===== src/rtl/mpmc11_fill_seq.sv =====
`default_nettype none
// ============================================================================
// Module   : mpmc11_fill_seq
// Purpose  : Cache-line fill sequencer: one memory read command per strip,
//            counts returned beats and drives the cache RAM write port.
//            Optional watchdog abort: define MPMC11_FILL_TIMEOUT_EN.
// Revision : 1.0 - initial release
// ============================================================================
module mpmc11_fill_seq #(
    parameter int STRIP_SHIFT = 5,
    parameter int TIMEOUT     = 1023
) (
    input  logic        clk,
    input  logic        rst,
    input  logic        req,
    input  logic [31:0] req_addr,
    input  logic [5:0]  req_last,
    output logic        req_ack,
    output logic        busy,
    output logic        mem_cmd_en,
    output logic [31:0] mem_cmd_addr,
    input  logic        mem_cmd_rdy,
    input  logic        mem_rd_valid,
    output logic        cache_we,
    output logic [31:0] cache_waddr,
    output logic        done,
    output logic        err
);

    localparam logic [31:0] c_STRIP_BYTES = 32'd1 << STRIP_SHIFT;
    localparam logic [31:0] c_STRIP_MASK  = c_STRIP_BYTES - 32'd1;

    typedef enum logic [1:0] {
        S_IDLE   = 2'd0,
        S_PRESET = 2'd1,
        S_ISSUE  = 2'd2,
        S_WAIT   = 2'd3
    } state_t;

    state_t      r_state, w_state_d;
    logic [31:0] r_base, w_base_d;
    logic [5:0]  r_last, w_last_d;
    logic [6:0]  r_cmd_cnt, w_cmd_cnt_d;
    logic [6:0]  r_rd_cnt, w_rd_cnt_d;
    logic        r_active, w_active_d;
    logic        r_fin, w_fin_d;
    logic        r_req_ack, w_req_ack_d;
    logic        r_busy, w_busy_d;
    logic        r_cmd_en, w_cmd_en_d;
    logic [31:0] r_cmd_addr, w_cmd_addr_d;
    logic        r_cache_we, w_cache_we_d;
    logic [31:0] r_cache_waddr, w_cache_waddr_d;
    logic        r_done, w_done_d;
    logic        w_accept;
    logic        w_beat;

`ifdef MPMC11_FILL_TIMEOUT_EN
    localparam int c_WD_W = ($clog2(TIMEOUT + 1) > 10) ? $clog2(TIMEOUT + 1) : 10;
    localparam logic [c_WD_W-1:0] c_WD_LIMIT = c_WD_W'(TIMEOUT - 1);
    logic [c_WD_W-1:0] r_wd, w_wd_d;
    logic              r_err, w_err_d;
`endif

    assign w_accept = r_cmd_en & mem_cmd_rdy;
    assign w_beat   = r_active & mem_rd_valid;

    always_comb begin
        w_state_d       = r_state;
        w_base_d        = r_base;
        w_last_d        = r_last;
        w_cmd_cnt_d     = r_cmd_cnt;
        w_rd_cnt_d      = r_rd_cnt;
        w_active_d      = r_active;
        w_fin_d         = r_fin;
        w_req_ack_d     = 1'b0;
        w_cmd_en_d      = r_cmd_en;
        w_cmd_addr_d    = r_cmd_addr;
        w_cache_we_d    = 1'b0;
        w_cache_waddr_d = r_cache_waddr;
        w_done_d        = 1'b0;
`ifdef MPMC11_FILL_TIMEOUT_EN
        w_wd_d          = r_wd;
        w_err_d         = 1'b0;
`endif

        case (r_state)
            S_IDLE: begin
                if (req) begin
                    w_base_d    = req_addr & ~c_STRIP_MASK;
                    w_last_d    = req_last;
                    w_req_ack_d = 1'b1;
                    w_state_d   = S_PRESET;
                end
            end
            S_PRESET: begin
                w_cmd_addr_d    = r_base;
                w_cache_waddr_d = r_base;
                w_cmd_cnt_d     = '0;
                w_rd_cnt_d      = '0;
                w_active_d      = 1'b1;
                w_cmd_en_d      = 1'b1;
                w_state_d       = S_ISSUE;
            end
            S_ISSUE: begin
                if (w_accept) begin
                    w_cmd_addr_d = r_cmd_addr + c_STRIP_BYTES;
                    w_cmd_cnt_d  = r_cmd_cnt + 7'd1;
                    if (r_cmd_cnt == {1'b0, r_last}) begin
                        w_cmd_en_d = 1'b0;
                        w_state_d  = S_WAIT;
                    end
                end
            end
            S_WAIT: begin
            end
            default: w_state_d = S_IDLE;
        endcase

        // Beat path is independent of the command state; it only needs active.
        if (w_beat) begin
            w_cache_we_d    = 1'b1;
            w_cache_waddr_d = r_base + (32'(r_rd_cnt) << STRIP_SHIFT);
            w_rd_cnt_d      = r_rd_cnt + 7'd1;
            if (r_rd_cnt == {1'b0, r_last}) begin
                w_active_d = 1'b0;
                w_fin_d    = 1'b1;
            end
        end

        if (r_fin) begin
            w_fin_d    = 1'b0;
            w_done_d   = 1'b1;
            w_cmd_en_d = 1'b0;
            w_state_d  = S_IDLE;
        end

`ifdef MPMC11_FILL_TIMEOUT_EN
        if (r_state != S_WAIT || w_beat || !r_active) begin
            w_wd_d = '0;
        end else if (r_wd == c_WD_LIMIT) begin
            w_wd_d     = '0;
            w_err_d    = 1'b1;
            w_active_d = 1'b0;
            w_state_d  = S_IDLE;
        end else begin
            w_wd_d = r_wd + 1'b1;
        end
`endif

        w_busy_d = (w_state_d != S_IDLE);
    end

    always_ff @(posedge clk or posedge rst) begin
        if (rst) begin
            r_state       <= S_IDLE;
            r_base        <= '0;
            r_last        <= '0;
            r_cmd_cnt     <= '0;
            r_rd_cnt      <= '0;
            r_active      <= 1'b0;
            r_fin         <= 1'b0;
            r_req_ack     <= 1'b0;
            r_busy        <= 1'b0;
            r_cmd_en      <= 1'b0;
            r_cmd_addr    <= '0;
            r_cache_we    <= 1'b0;
            r_cache_waddr <= 32'h3FFF_FFFF;
            r_done        <= 1'b0;
`ifdef MPMC11_FILL_TIMEOUT_EN
            r_wd          <= '0;
            r_err         <= 1'b0;
`endif
        end else begin
            r_state       <= w_state_d;
            r_base        <= w_base_d;
            r_last        <= w_last_d;
            r_cmd_cnt     <= w_cmd_cnt_d;
            r_rd_cnt      <= w_rd_cnt_d;
            r_active      <= w_active_d;
            r_fin         <= w_fin_d;
            r_req_ack     <= w_req_ack_d;
            r_busy        <= w_busy_d;
            r_cmd_en      <= w_cmd_en_d;
            r_cmd_addr    <= w_cmd_addr_d;
            r_cache_we    <= w_cache_we_d;
            r_cache_waddr <= w_cache_waddr_d;
            r_done        <= w_done_d;
`ifdef MPMC11_FILL_TIMEOUT_EN
            r_wd          <= w_wd_d;
            r_err         <= w_err_d;
`endif
        end
    end

    assign req_ack      = r_req_ack;
    assign busy         = r_busy;
    assign mem_cmd_en   = r_cmd_en;
    assign mem_cmd_addr = r_cmd_addr;
    assign cache_we     = r_cache_we;
    assign cache_waddr  = r_cache_waddr;
    assign done         = r_done;
`ifdef MPMC11_FILL_TIMEOUT_EN
    assign err          = r_err;
`else
    assign err          = 1'b0;
`endif

endmodule
`default_nettype wire

===== config.mk =====
export PLATFORM = sky130hd
export DESIGN_NAME = mpmc11_fill_seq
export DESIGN_NICKNAME = d
export VERILOG_FILES = /design/src/rtl/mpmc11_fill_seq.sv
export SDC_FILE = /design/constraint.sdc
export NUM_CORES = 1
export LEC_CHECK = 0
export ABC_AREA = 1
export CORE_AREA = 4 4 138 107
export CTS_BUF_LIST = sky130_fd_sc_hd__clkbuf_8
export DETAILED_ROUTE_END_ITERATION = 6
export DIE_AREA = 0 0 142 111
export PLACE_DENSITY = 0.78
export SLEW_MARGIN = 20
export SYNTH_ARGS = -nofsm -noshare
export SYNTH_HDL_FRONTEND = slang
export SYNTH_SLANG_ARGS = --single-unit

===== constraint.sdc =====
create_clock -name clk -period 3.8 [get_ports clk]
set_clock_uncertainty 0.15 [all_clocks]
set_input_delay 0.76 -clock clk [delete_from_list [all_inputs] [get_ports clk]]
set_output_delay 0.76 -clock clk [all_outputs]
set_load 0.01 [all_outputs]

==> results_tabular.tex, run 1 <==
\begin{tabular}{lr}
\hline
Metric & Value \\
\hline
\multicolumn{2}{l}{\textbf{Timing}} \\
Fin crit period & 2560 ps \\
Unrepaired setup endpoints after global routing & false \\
Part of the cycle the worst path needs & 0.674 \\
Slew Limit Headroom & 0.378 \\
Upper clock frequency limit & 391 MHz \\
Setup total negative slack & 0 ps \\
Final hold violations & 0 \\
Number of slew-limit violations in the final report & 0 \\
Endpoints failing setup & 0 \\
Worst-Margin Slew & 932 ps \\
\multicolumn{2}{l}{\textbf{Routing}} \\
Final wirelength & 18100 um \\
Via density & 5.34 \\
Iter 0 DRT Violations & 511 \\
Wire length per cell after detailed routing & $\sim$15 um \\
Number of remaining DRC errors & 0 \\
DRT antenna net count & 0 \\
Met2 routed wirelength & $\sim$7500 um \\
Met1 wire length & $\sim$8500 um \\
Number of iterations in the first detailed-routing pass & 5 \\
Met3 wire len & 1940 um \\
Via count & 6367 \\
Top Layer Used & met4 \\
\multicolumn{2}{l}{\textbf{Floorplanning}} \\
Top-Level Pins & 113 \\
Die Span X & 142 um \\
Core region area & 13500 um2 \\
Die Y-Extent & 111 um \\
Rows & 37 \\
Die area & around 16000 um2 \\
Effective utilization at floorplan & 0.486 \\
\multicolumn{2}{l}{\textbf{Synthesis}} \\
Fraction of post-synthesis cell area in the top cell type by area & 0.325 \\
Commonest register cell after synthesis & sky130\_fd\_sc\_hd\_\_dfrtp\_1 \\
Netlist Area Pre-Place & about 6600 um2 \\
Post-synthesis sequential area ratio & 0.429 \\
Largest area contributor in the synthesized netlist & sky130\_fd\_sc\_hd\_\_dfrtp\_1 \\
Share of synthesized flip-flops with an asynchronous set or reset & 1.00 \\
Number of storage elements in the synthesis netlist & 111 \\
Cell types with the largest area share after synthesis & sky130\_fd\_sc\_hd\_\_dfrtp\_1, sky130\_fd\_sc\_hd\_\_nand2\_1, sky130\_fd\_sc\_hd\_\_dfstp\_2 \\
Average size of a mapped cell & roughly 7 um2 \\
Distinct cell type count after synthesis & 42 \\
Number of instances in the synthesized netlist & 924 \\
Yosys Warn Count & 0 \\
Number of synthesized flops with an enable pin & 0 \\
\multicolumn{2}{l}{\textbf{Placement}} \\
Post-placement cell count & around 1.2k \\
Port bufs & 101 \\
HPWL after DPL & 13500 um \\
RD Place Congestion & 0.932 \\
\multicolumn{2}{l}{\textbf{Critical path}} \\
Largest stage delay, worst path & 410 ps \\
Data arrival time of the worst path & roughly 2700 ps \\
Category of the worst setup path launch point & primary input \\
Cell breakdown of the critical path & clkdlybuf4s50\_1, nand2\_2, clkinv\_2, nor2\_4, inv\_2, nand3\_1, o211ai\_1 \\
Worst setup path category & in2reg \\
Peak fanout along the critical path & 25 \\
Type of destination of the critical path & flip-flop \\
Master of the slowest instance on the critical path & sky130\_fd\_sc\_hd\_\_clkdlybuf4s50\_1 \\
Worst EP required & roughly 4000 ps \\
\multicolumn{2}{l}{\textbf{Status}} \\
Run status & finished, final reports clean \\
\multicolumn{2}{l}{\textbf{Power and ir drop}} \\
Total net switching power & 0.00287 W \\
Leak pwr & between 3 and 4 nW \\
Clock network fraction of design power & 0.118 \\
Comb pwr share & 0.483 \\
Sequential Power Share & 0.399 \\
Internal power & 0.00337 W \\
Worst supply voltage drop on vdd & between 0.0005 and 0.0006 V \\
Switching Fraction & 0.460 \\
Power density of the placed cells & 795 nW/um2 \\
\multicolumn{2}{l}{\textbf{Final layout}} \\
Filler cell count in the final layout & $\sim$1.3k \\
Most frequent cells in the layout & sky130\_fd\_sc\_hd\_\_nand2\_1, sky130\_fd\_sc\_hd\_\_inv\_1, sky130\_fd\_sc\_hd\_\_clkdlybuf4s50\_1, sky130\_fd\_sc\_hd\_\_dfrtp\_1, sky130\_fd\_sc\_hd\_\_nand3\_1 \\
Finished Layout Cells & about 1.2k \\
Commonest non-fill, non-tap cell in the layout & sky130\_fd\_sc\_hd\_\_nand2\_1 \\
Fraction of layout cells with a size suffix above 1 & 0.0815 \\
Number of nets in the finished design & between 1k and 1.5k \\
Synthesis-to-layout area growth & 19.8\% \\
N\_diodes & 0 \\
\multicolumn{2}{l}{\textbf{Global route}} \\
Antenna violations before repair & 0 \\
Total routing resource utilization after global routing & 0.235 \\
Number of global-route vias before repair & 6117 \\
Maximum number of pins on one net before global-route repair & between 60 and 70 \\
Global route total overflow & 0 \\
Wire length of the first global-routing pass & between 30000 and 40000 um \\
\multicolumn{2}{l}{\textbf{Clocking}} \\
Root buffer selected by CTS & sky130\_fd\_sc\_hd\_\_clkbuf\_8 \\
Post-cts gate resize count & 0 \\
Number of clock buffers inserted by TritonCTS & 9 \\
Bufs on Longest Clock Path & 2 \\
\# Post-CTS Setup Buffers & 0 \\
Number of buffers added to fix hold violations after cts & 0 \\
Clock sinks & 111 \\
H-tree depth & 3 \\
Source-to-sink clock delay at the later pin of the worst-skew pair & 380 ps \\
Clock Pin Slew Worst Setup and Hold Paths & 110 ps \\
TritonCTS clock tree & built \\
\multicolumn{2}{l}{\textbf{Worst hold path}} \\
Class of the worst hold path & reg2reg \\
\multicolumn{2}{l}{\textbf{Job}} \\
Max-cap violation count & 0 \\
\hline
\end{tabular}
metrics by stage:
stage / hold WS [ps] / area, um2 / power (W) / worst slack, ps / utilization
floorplan: 285 / 6570 / 0.00423 / 2.37 / -
global placement: 307 / 7650 / 0.00541 / 842 / 0.568
detailed placement: 309 / 7650 / 0.00548 / 837 / 0.568
CTS: 326 / 7850 / 0.00623 / 1260 / 0.583
global route: 344 / 7850 / 0.00679 / 1070 / 0.583
finish: 325 / 7850 / 0.00624 / 1240 / 0.583
final timing paths:
path                       cells after the start                     endpoint                   startpoint  slack (ps)
max                                            7  cache_waddr[13]$_DFFE_PP1P_                 mem_rd_valid        1240
max reg2reg                                   12  cache_waddr[29]$_DFFE_PP1P_      r_rd_cnt[0]$_DFFE_PP0P_        1440
max in group asynchronous                      3   cache_waddr[8]$_DFFE_PP1P_                          rst        2040
min reg2reg                                    2  cache_waddr[24]$_DFFE_PP1P_  cache_waddr[24]$_DFFE_PP1P_         320
min                                            2  cache_waddr[24]$_DFFE_PP1P_  cache_waddr[24]$_DFFE_PP1P_         320
min in group asynchronous                      2               busy$_DFF_PP0_                          rst         660
flip-flops by register name, summed over array words and instances, names as in the netlist, 2 cells and up:
signal / flops
r_rd_cnt: 7
r_cmd_cnt: 7
r_state: 2
r_base: 27
mem_cmd_addr: 27
cache_waddr: 28
r_last: 6
cell type report:
class | instances | area [um2] | share of cell area
Clock buffer | 9 | 124 | 0.0158
Sequential cell | 111 | 2810 | 0.358
Tap cell | 175 | 219 | 0.0279
Clock inverter | 7 | 71.3 | 0.00909
Timing Repair Buffer | 105 | 1050 | 0.134
Inverter | 116 | 439 | 0.0559
Multi-Input combinational cell | 670 | 3130 | 0.399
power groups by stage:
| stage | Combinational (W) | Sequential (W) | Clock [W] |
|---|---|---|---|
| global placement | 0.00293 | 0.00248 | 0 |
| CTS | 0.00301 | 0.00247 | 0.000751 |
| detailed placement | 0.00300 | 0.00248 | 0 |
| floorplan | 0.00181 | 0.00241 | 0 |
| finish | 0.00301 | 0.00249 | 0.000736 |
| global route | 0.00341 | 0.00259 | 0.000792 |
critical path, delay by kind of cell:
kind            cells  cell delay (ps)
compound gates      1              100
simple gates        3              760
buf+inv             3             1070
synth_stat cells (2+ instances only):
library cell and number:
sky130_fd_sc_hd__nand2_1 299, sky130_fd_sc_hd__inv_1 104, sky130_fd_sc_hd__dfrtp_1 85, sky130_fd_sc_hd__nand3_1 83, sky130_fd_sc_hd__nor2_1 76, sky130_fd_sc_hd__o21ai_0 72
sky130_fd_sc_hd__dfstp_2 26, sky130_fd_sc_hd__a21oi_1 24, sky130_fd_sc_hd__nor3_1 16, sky130_fd_sc_hd__buf_4 13, sky130_fd_sc_hd__o21ai_1 13, sky130_fd_sc_hd__nand4_1 12
sky130_fd_sc_hd__buf_2 11, sky130_fd_sc_hd__inv_2 11, sky130_fd_sc_hd__ha_1 10, sky130_fd_sc_hd__o211ai_1 9, sky130_fd_sc_hd__nand2_2 8, sky130_fd_sc_hd__nor2_2 7
sky130_fd_sc_hd__xor2_1 7, sky130_fd_sc_hd__clkbuf_1 6, sky130_fd_sc_hd__o22ai_1 4, sky130_fd_sc_hd__a22oi_1 3, sky130_fd_sc_hd__nand3b_1 3, sky130_fd_sc_hd__nor2_4 3
sky130_fd_sc_hd__or2_2 2
routing by layer:
| metal | track usage | up-vias |
|---|---|---|
| li1 | - | 3119 |
| met1 | 0.364 | 2935 |
| met2 | 0.327 | 292 |
| met3 | 0.0569 | 21 |
| met4 | 0.0569 | 0 |
| met5 | 0 | - |
cell families (layout without fill, tap and decap cells):
logic type                 Yosys count  in the layout  share of synthesized area
adders and majority gates           11             11                     0.0222
other                                1              6                   0.000572
xor gates and xnor gates             7              7                    0.00936
and+or+nand+nor                    516            516                      0.337
buffers and inverters              148            237                     0.0957
DFF                                111            111                      0.429
AOI/OAI and AO/OA                  130            130                      0.107
Power figures use the tool's default switching activity.
==> inputs of run 2 (changes only) <==
CORE_AREA = 4 4 132 102   (was 4 4 138 107)
DIE_AREA = 0 0 136 106   (was 0 0 142 111)
PLACE_DENSITY = 0.81   (was 0.78)
clock period = 2.5 ns   (was 3.8 ns; I/O delays follow)
==> run 2 against run 1 <==
Against the previous run:
- die area shrank 8.5%
- clock-buffer cell count stayed put
- sequential cell count unchanged
- via count increased by 1.1%
- non-clock buffer count up 9
- cell area increased by 0.89%
- worst setup slack got worse by 990 ps
- combinational power increased by 56%
- first-iteration DRC count rose by 32%
- sequential share of layout area fell by 0.32 points
- critical endpoint is now cache_waddr[17]$_DFFE_PP1P_
- highest routed layer unchanged
==> results_tabular.tex, run 2 (synthesis gave the netlist of run 1 again) <==
\begin{tabular}{lr}
\hline
Metric & Value \\
\hline
\multicolumn{2}{l}{\textbf{Placement}} \\
Port bufs & around 100 \\
RD Place Congestion & 0.936 \\
HPWL after DPL & $\sim$13000 um \\
Pre-CTS setup slack & 273 ps \\
Area post-placement & 7720 um2 \\
\multicolumn{2}{l}{\textbf{Final layout}} \\
Number of flip-flops in the largest register & 28 \\
Commonest non-fill, non-tap cell in the layout & sky130\_fd\_sc\_hd\_\_nand2\_1 \\
N\_diodes & 0 \\
Area of all placed cells without fillers & just under 8000 um2 \\
Most frequent cells in the layout & sky130\_fd\_sc\_hd\_\_nand2\_1, sky130\_fd\_sc\_hd\_\_inv\_1, sky130\_fd\_sc\_hd\_\_clkdlybuf4s50\_1, sky130\_fd\_sc\_hd\_\_dfrtp\_1, sky130\_fd\_sc\_hd\_\_nand3\_1 \\
Synthesis-to-layout area growth & 20.9\% \\
Number of nets in the finished design & 1076 \\
Filler cell count in the final layout & $\sim$1.1k \\
Fraction of layout cells with a size suffix above 1 & 0.0887 \\
\multicolumn{2}{l}{\textbf{Routing}} \\
DRT antenna net count & 0 \\
Wire length per cell after detailed routing & 15.0 um \\
Via density & 5.40 \\
Number of remaining DRC errors & 0 \\
Number of iterations in the first detailed-routing pass & 6 \\
Iter 0 DRT Violations & 677 \\
Final wirelength & 17900 um \\
Via count & 6435 \\
\multicolumn{2}{l}{\textbf{Global route}} \\
Global route total overflow & 0 \\
Antenna violations before repair & 0 \\
Wire length of the first global-routing pass & a little under 30000 um \\
Total routing resource utilization after global routing & 0.258 \\
Number of global-route vias before repair & between 5k and 6k \\
Maximum number of pins on one net before global-route repair & 112 \\
\multicolumn{2}{l}{\textbf{Floorplanning}} \\
Die Y-Extent & 106 um \\
Core region area & 12100 um2 \\
Top-Level Pins & 113 \\
Die Span X & 136 um \\
Effective utilization at floorplan & 0.540 \\
Die area & about 14000 um2 \\
Rows & 35 \\
\multicolumn{2}{l}{\textbf{Clocking}} \\
Post-cts gate resize count & 0 \\
Root buffer selected by CTS & sky130\_fd\_sc\_hd\_\_clkbuf\_8 \\
TritonCTS clock tree & built \\
Clock sinks & 111 \\
Number of buffers added to fix hold violations after cts & 0 \\
Clock Pin Slew Worst Setup and Hold Paths & 110 ps \\
Source-to-sink clock delay at the later pin of the worst-skew pair & approximately 400 ps \\
Number of clock buffers inserted by TritonCTS & 9 \\
\# Post-CTS Setup Buffers & 0 \\
Bufs on Longest Clock Path & 2 \\
H-tree depth & 3 \\
\multicolumn{2}{l}{\textbf{Timing}} \\
Endpoints failing setup & 0 \\
Worst-Margin Slew & 647 ps \\
Slew Limit Headroom & 0.569 \\
Worst slack on hold paths & 323 ps \\
Final hold violations & 0 \\
Part of the cycle the worst path needs & 0.899 \\
Unrepaired setup endpoints after global routing & false \\
Number of slew-limit violations in the final report & 0 \\
Fin crit period & between 2000 and 2500 ps \\
Upper clock frequency limit & 445 MHz \\
Final worst-path setup slack & 253 ps \\
Setup total negative slack & 0 ps \\
\multicolumn{2}{l}{\textbf{Critical path}} \\
Worst setup path category & reg2reg \\
Worst EP required & 2680 ps \\
Type of destination of the critical path & flip-flop \\
Category of the worst setup path launch point & flip-flop \\
Peak fanout along the critical path & 9 \\
Most numerous cell on the critical path & sky130\_fd\_sc\_hd\_\_nand2\_1 \\
Master of the slowest instance on the critical path & sky130\_fd\_sc\_hd\_\_dfrtp\_1 \\
Critical R2R Launch & r\_rd\_cnt[1]\$\_DFFE\_PP0P\_ \\
Depth of the worst register-to-register path & 11 \\
Crit path from & r\_rd\_cnt[1]\$\_DFFE\_PP0P\_ \\
Cell breakdown of the critical path & inv\_1, fa\_1, inv\_1, nand3\_1, nand3\_1, nand2\_1, nand2\_1, nand2\_1, nand2\_1, nand3\_1, nand2\_1 \\
Largest stage delay, worst path & 440 ps \\
Data arrival time of the worst path & 2430 ps \\
\multicolumn{2}{l}{\textbf{Job}} \\
Max-cap violation count & 0 \\
\multicolumn{2}{l}{\textbf{Power and ir drop}} \\
Power density of the placed cells & 1210 nW/um2 \\
Worst supply voltage drop on vdd & around 0.00066 V \\
Leak pwr & about 3.7 nW \\
Power Total & 0.00955 W \\
\multicolumn{2}{l}{\textbf{Worst hold path}} \\
HP Start & cache\_waddr[22]\$\_DFFE\_PP1P\_ \\
Hold-critical path depth & 2 \\
Class of the worst hold path & reg2reg \\
\multicolumn{2}{l}{\textbf{Status}} \\
Run status & finished, final reports clean \\
\hline
\end{tabular}
## run 2: worst paths after layout
check / end / slack (ps)
worst max-delay path: cache_waddr[17]$_DFFE_PP1P_ / 250
worst min-delay path: cache_waddr[22]$_DFFE_PP1P_ / 320
worst max register to register: cache_waddr[17]$_DFFE_PP1P_ / 250
worst min register to register: cache_waddr[22]$_DFFE_PP1P_ / 320
max in group asynchronous: cache_waddr[30]$_DFFE_PP0P_ / 1240
min in group asynchronous: busy$_DFF_PP0_ / 420
## run 2: power by group
group | switching, W | internal [W]
clock network | 0.000645 | 0.000465
registers | 0.000969 | 0.00276
logic | 0.00274 | 0.00197
total | 0.00435 | 0.00520
## run 2: final cells by class
type	instances	area (um2)	area share
Multi-Input combinational cell	670	3130	0.396
Sequential cell	111	2810	0.355
Timing Repair Buffer	114	1130	0.143
Inverter	116	440	0.0556
Tap cell	166	208	0.0262
Clock buffer	9	124	0.0156
Clock inverter	6	71.3	0.00900
## run 2: critical path, delay by kind of cell, from the launching register on
kind / cells / cell delay [ps]
adders and majority gates: 1 / 390
buffers and inverters: 2 / 240
DFF: 1 / 440
and+or+nand+nor: 8 / 980
## run 2: per-stage QoR
stage                      util  instances
after detailed placement  0.637       1177
final                     0.653       1192
after global routing      0.653       1192
after global placement    0.637       1177
after CTS                 0.653       1192
after floorplan               -        929
## run 2: layer usage
metal  GRT usage  wire [um]  up-vias
li1            -          -     3141
met1       0.399       8390     2959
met2       0.363       7400      310
met3      0.0549       1820       25
met4      0.0676        297        0
met5           0          0        -
==> inputs of run 3 (changes only) <==
SKIP_LAST_GASP = 1   (was not set)
==> results of run 3 <==
The final DEF is identical to that of run 2; final timing and power are the same.
